$ cat src/rtl/fifo_sync_prog.sv
// rtl/fifo_sync_prog.sv - synchronous FIFO with run-time almost-full/almost-empty thresholds and sticky errors
// Optional first-word-fall-through output stage enabled by FIFO_SYNC_PROG_FWFT_EN.
module fifo_sync_prog #(
  parameter int DATA_WIDTH = 8,
  parameter int ADDR_WIDTH = 9
) (
  input  logic                  i_clk,
  input  logic                  i_rstn,
  input  logic                  i_wr,
  input  logic [DATA_WIDTH-1:0] i_data,
  input  logic                  i_rd,
  output logic [DATA_WIDTH-1:0] o_data,
  output logic                  o_valid,
  input  logic [ADDR_WIDTH:0]   i_afull_thresh,
  input  logic [ADDR_WIDTH:0]   i_aempty_thresh,
  input  logic                  i_clr_err,
  output logic [ADDR_WIDTH:0]   o_count,
  output logic                  o_full,
  output logic                  o_empty,
  output logic                  o_almostfull,
  output logic                  o_almostempty,
  output logic                  o_overflow,
  output logic                  o_underflow
);

  localparam int FIFO_DEPTH = 2 ** ADDR_WIDTH;
  localparam logic [ADDR_WIDTH:0] DEPTH_C = (ADDR_WIDTH + 1)'(FIFO_DEPTH);

  logic [DATA_WIDTH-1:0] mem [FIFO_DEPTH];
  logic [ADDR_WIDTH-1:0] wr_ptr;
  logic [ADDR_WIDTH-1:0] rd_ptr;
  logic [ADDR_WIDTH:0]   count;
  logic                  rd_en;
  logic                  wr_en;

  assign o_count       = count;
  assign o_full        = (count == DEPTH_C);
`ifdef FIFO_SYNC_PROG_FWFT_EN
  assign o_empty       = !o_valid;
`else
  assign o_empty       = (count == '0);
`endif
  assign o_almostfull  = (count >= i_afull_thresh);
  assign o_almostempty = (count <= i_aempty_thresh);

  // A read frees a slot this cycle, so a full FIFO can still take a write alongside it.
  assign rd_en = i_rd && !o_empty;
  assign wr_en = i_wr && (!o_full || rd_en);

  always_ff @(posedge i_clk) begin
    if (wr_en) begin
      mem[wr_ptr] <= i_data;
    end
  end

`ifdef FIFO_SYNC_PROG_FWFT_EN
  // count includes the word parked in the output register; mem_cnt is what is left in the array.
  logic [ADDR_WIDTH:0] mem_cnt;
  logic                load;
  assign mem_cnt = count - {{ADDR_WIDTH{1'b0}}, o_valid};
  assign load    = (!o_valid || rd_en) && (mem_cnt != '0);
`endif

  always_ff @(posedge i_clk or negedge i_rstn) begin
    if (!i_rstn) begin
      wr_ptr      <= '0;
      rd_ptr      <= '0;
      count       <= '0;
      o_data      <= '0;
      o_valid     <= 1'b0;
      o_overflow  <= 1'b0;
      o_underflow <= 1'b0;
    end else begin
      if (wr_en) begin
        wr_ptr <= wr_ptr + ADDR_WIDTH'(1);
      end

`ifdef FIFO_SYNC_PROG_FWFT_EN
      if (load) begin
        o_data  <= mem[rd_ptr];
        rd_ptr  <= rd_ptr + ADDR_WIDTH'(1);
        o_valid <= 1'b1;
      end else if (rd_en) begin
        o_valid <= 1'b0;
      end
`else
      if (rd_en) begin
        o_data  <= mem[rd_ptr];
        rd_ptr  <= rd_ptr + ADDR_WIDTH'(1);
        o_valid <= 1'b1;
      end else begin
        o_valid <= 1'b0;
      end
`endif

      case ({wr_en, rd_en})
        2'b10:   count <= count + (ADDR_WIDTH + 1)'(1);
        2'b01:   count <= count - (ADDR_WIDTH + 1)'(1);
        default: count <= count;
      endcase

      // Sticky errors: a new error in the clearing cycle keeps the flag set.
      if (i_wr && !wr_en) begin
        o_overflow <= 1'b1;
      end else if (i_clr_err) begin
        o_overflow <= 1'b0;
      end

      if (i_rd && !rd_en) begin
        o_underflow <= 1'b1;
      end else if (i_clr_err) begin
        o_underflow <= 1'b0;
      end
    end
  end

endmodule

$ cat config.mk
export PLATFORM = sky130hd
export DESIGN_NAME = fifo_sync_prog
export DESIGN_NICKNAME = d
export VERILOG_FILES = /design/src/rtl/fifo_sync_prog.sv
export SDC_FILE = /design/constraint.sdc
export NUM_CORES = 2
export LEC_CHECK = 0
export BUFFER_PORTS_ARGS = -buffer_cell sky130_fd_sc_hd__buf_2
export CAP_MARGIN = 20
export CORE_MARGIN = 5
export CORE_UTILIZATION = 55
export CTS_CLUSTER_SIZE = 12
export DETAILED_ROUTE_END_ITERATION = 10
export PLACE_DENSITY_LB_ADDON = 0.15
export SYNTH_ARGS = -nofsm -noshare
export SYNTH_HDL_FRONTEND = slang
export SYNTH_SLANG_ARGS = --single-unit
$ cat constraint.sdc
create_clock -name i_clk -period 4.9 [get_ports i_clk]
set_input_delay 0.49 -clock i_clk [delete_from_list [all_inputs] [get_ports i_clk]]
set_output_delay 0.49 -clock i_clk [all_outputs]
set_load 0.03 [all_outputs]
==> summary.md <==
| Metric | Value |
|---|---|
| CP Capture Type | `flip-flop` |
| Hold path cells | `1` |
| Kind of cell adding the most delay to the critical path | `compound AO/OA/AOI/OAI gates` |
| Status | `complete, no violations` |
| Worst slack at placement | `-0.152 ns` |
| Post-cts sizing count | `0` |
| DRC viols | `0` |
| Vias | `82,800` |
| Number of synthesized flops with an enable pin | `4,096` |
| FMAX | `205 MHz` |
| Starting Density | `55.1%` |
| Power per Cell Area | `546 mW/mm²` |
| Skew final | `0.0575 ns` |
| Slew HR | `17.4%` |
| Peak supply drop | `432 µV` |
| Max Slew Vio Count | `0` |
| Fin crit period | `4.88 ns` |
| Critical path fanouts, max | `50` |
| Leakage | `0.0573 µW` |
| Post-placement cell area | `0.169 mm²` |
| CTS Sinks | `4,135` |
| Starting DRC count in detailed routing | `10,900` |
| Synth Register Bits | `4,135` |
| Core Area | `0.293 mm²` |
| Slew @ Worst Pin | `1.24 ns` |
| Worst endpoint required time | `5.73 ns` |
| Setup violations, final | `0` |
| Reg2Reg Depth | `12` |
| FP Rows | `199` |
| CP Buf/Inv Count | `4` |
| Post-DR vias/cell | `6.69` |
| Die H | `552 µm` |
| CP max-delay cell | `dfrtp_4` |
| Worst hold path class | `input port to flip-flop` |
| Avg Inst Size Synth | `21.0 µm²` |
| Crit path cell chain | `buf_12, buf_12, buf_4, mux4_2, mux2i_1, o22ai_1, a211oi_1, buf_4, o21ai_0, o2111ai_1, and3_1, a311oi_1` |
| Routed wire per std cell | `36.3 µm` |
| Largest net degree at the start of global routing | `141` |
| Hold Crit Start | `i_data[4]` |
| Reg2reg start | `rd_ptr[1]$_DFFE_PN0N_` |
| Top_reg_cell synth | `edfxtp_1` |
| Setup slack, reg-to-reg | `0.02 ns` |
| Worst-path clk slew | `0.06 ns` |
| Max_cap viols | `0` |
| Final nets | `8,248` |
| Global Route Usage Sum | `29.5%` |
| H-tree levels | `5` |
| DRT Pass-1 Iters | `5` |
| Area growth from synthesis to layout | `12.3%` |
| Port buffer count | `57` |
| Vias in the first global route | `82,500` |
| Die X | `552 µm` |
| Total congestion overflow | `0` |
| Die Area | `0.304 mm²` |
| Inserted Clock Buffers | `417` |
| Final hold violation count | `0` |
| Number of distinct library cells after synthesis | `75` |
| Root Buffer | `clkbuf_16` |
| Ys async rst share | `0.943%` |
| Yosys Warn Count | `0` |
| Synth Instances | `7,673` |
| First-pass GRT wire length | `632 mm` |
| CTS tree | `done` |
| RSZ-0062 raised after global routing | `false` |
| Design Area, Final | `0.181 mm²` |
| Initial antenna violation count | `20` |
| Critical path class | `flip-flop to flip-flop` |
| Io pins | `58` |
| ANT nets after route | `0` |
| Final WS setup | `0.0192 ns` |
| Syn_nets | `7,740` |
| Final Cycle Share | `99.6%` |
| Clock tree buffer depth | `4` |
| Layout cell share with drive strength beyond 1 | `24.5%` |
| Skew-Pair Late Insertion Delay | `0.97 ns` |
| Crit Reg-Reg Endpoint | `o_data[2]$_DFFE_PN0N_` |
| Final Total Pwr | `99,100 µW` |
| Setup crit start kind | `flip-flop` |
| Hold Path Sink | `mem[358][4]$_DFFE_PP_` |
| Crit-path max cell delay | `1.05 ns` |
| Detailed Route WL | `449 mm` |
| Final GP Congestion | `0.880` |
| Crit path DAT | `5.71 ns` |
| Post-DP HPWL | `277 mm` |
| Post-Syn Area | `0.161 mm²` |
| Seq/Total Area, Yosys | `76.8%` |
worst max-delay path by stage:
stage | startpoint | slack, ns | to | depth (start not counted)
floorplan | o_count[4]$_DFFE_PN0P_ | 1.31 | o_count[9]$_DFFE_PN0P_ | 13
global placement | rd_ptr[0]$_DFFE_PN0N_ | -0.10 | o_data[3]$_DFFE_PN0N_ | 11
detailed placement | rd_ptr[0]$_DFFE_PN0N_ | -0.15 | o_data[3]$_DFFE_PN0N_ | 11
CTS | rd_ptr[1]$_DFFE_PN0N_ | 0.11 | o_data[2]$_DFFE_PN0N_ | 12
global route | rd_ptr[1]$_DFFE_PN0N_ | 0.11 | o_data[2]$_DFFE_PN0N_ | 12
finish | rd_ptr[1]$_DFFE_PN0N_ | 0.02 | o_data[2]$_DFFE_PN0N_ | 12
placed cells by master, fill, tap and decap left out, types with 37 or more instances in the layout:
cell type / instances
buf_4: 399
clkinv_2: 45
o22ai_1: 64
mux4_2: 943
buf_12: 93
buf_2: 52
edfxtp_1: 4096
mux2i_1: 394
a22oi_1: 109
nor2_1: 588
clkbuf_1: 104
nand3_1: 52
a221oi_1: 37
a21oi_1: 132
clkinv_1: 79
o221ai_1: 57
o21ai_0: 79
nor3_1: 44
clkbuf_16: 422
nand2_1: 189
through the flow:
| stage | TNS, ns | utilization [%] | hold slack (ns) | std cells |
|---|---|---|---|---|
| after global placement | -0.113 | 57.7 | 0.512 | 11700 |
| after CTS | 0 | 61.8 | 0.00971 | 12400 |
| after detailed placement | -0.220 | 57.7 | 0.521 | 11700 |
| after global routing | 0 | 61.9 | 0.0321 | 12400 |
| final | 0 | 61.9 | 0.0404 | 12400 |
| after floorplan | 0 | - | 0.194 | 7673 |
power breakdown:
group	switching (µW)	total (µW)	internal, µW	leakage, µW
Clock	13100	29000	15900	0.00589
Combinational	18200	30300	12100	0.0142
Sequential	612	39800	39200	0.0373
Total	31900	99100	67200	0.0573
kinds of logic (layout without fill, tap and decap cells):
logic type	count (synthesis)	count (layout)	synth area share, %
other cells	0	14	0
simple gates	972	972	2.47
fa+ha+maj	34	34	0.268
flops	4135	4135	76.8
compound gates	637	637	2.72
mux	1361	1361	15.8
buf+inv	510	1278	1.80
xor+xnor	24	24	0.130
cell type report:
class,count,area (µm²)
flip-flops and latches,4135,124000
fillers,20100,112000
multi-input cells,3028,34800
clock buffers,529,11000
repair buffers,562,5340
well taps,3919,4900
clock inverters,150,1080
inverters,37,148
diodes,14,35.0
flip-flops by register name (all words and copies together) (netlist names):
name         count
mem           4096
o_underflow      1
o_overflow       1
rd_ptr           9
wr_ptr           9
o_valid          1
o_count         10
o_data           8
worst reg2reg max path, cell delays in order (launching register included):
cell       delay (ns)
dfrtp_4          1.05
buf_12           0.32
buf_12           0.34
buf_4            0.37
mux4_2           0.36
mux2i_1          0.14
o22ai_1          0.19
a211oi_1         0.73
buf_4            0.31
o21ai_0          0.17
o2111ai_1        0.26
and3_1           0.45
a311oi_1         0.10
metal layers:
layer	up-vias	wire length, µm	GRT usage (%)	part of all wire (%)
met2	4963	212000	45.7	47
met5	-	87	0	0.019
li1	32900	-	-	-
met3	836	47900	6.56	11
met1	44100	171000	42.2	38
met4	14	18000	10.0	4.0
synth_stat cells (17+ instances only):
master,instances,area share [%]
o211ai_1,19,0.088
nand2_1,208,0.48
a221oi_1,37,0.20
a22oi_1,109,0.51
o22ai_1,64,0.25
mux4_2,943,13
a211oi_1,35,0.16
edfxtp_1,4096,76
ha_1,33,0.26
mux2_2,17,0.12
nand3_1,53,0.16
nor3_1,45,0.14
buf_6,40,0.28
nor2_1,595,1.4
mux2i_1,394,2.4
xnor2_1,20,0.11
buf_2,123,0.38
clkbuf_1,203,0.47
inv_1,35,0.081
o221ai_1,57,0.31
dfrtp_1,39,0.60
o21ai_0,79,0.24
a21oi_1,132,0.41
buf_4,73,0.34
timing repair:
item,4_1_cts,5_1_grt
setup endpoints to repair,3,0
hold buffers,8,1
hold endpoints to repair,46,5
buffers inserted,5,0
No activity file was read; power rests on OpenSTA's default activity.
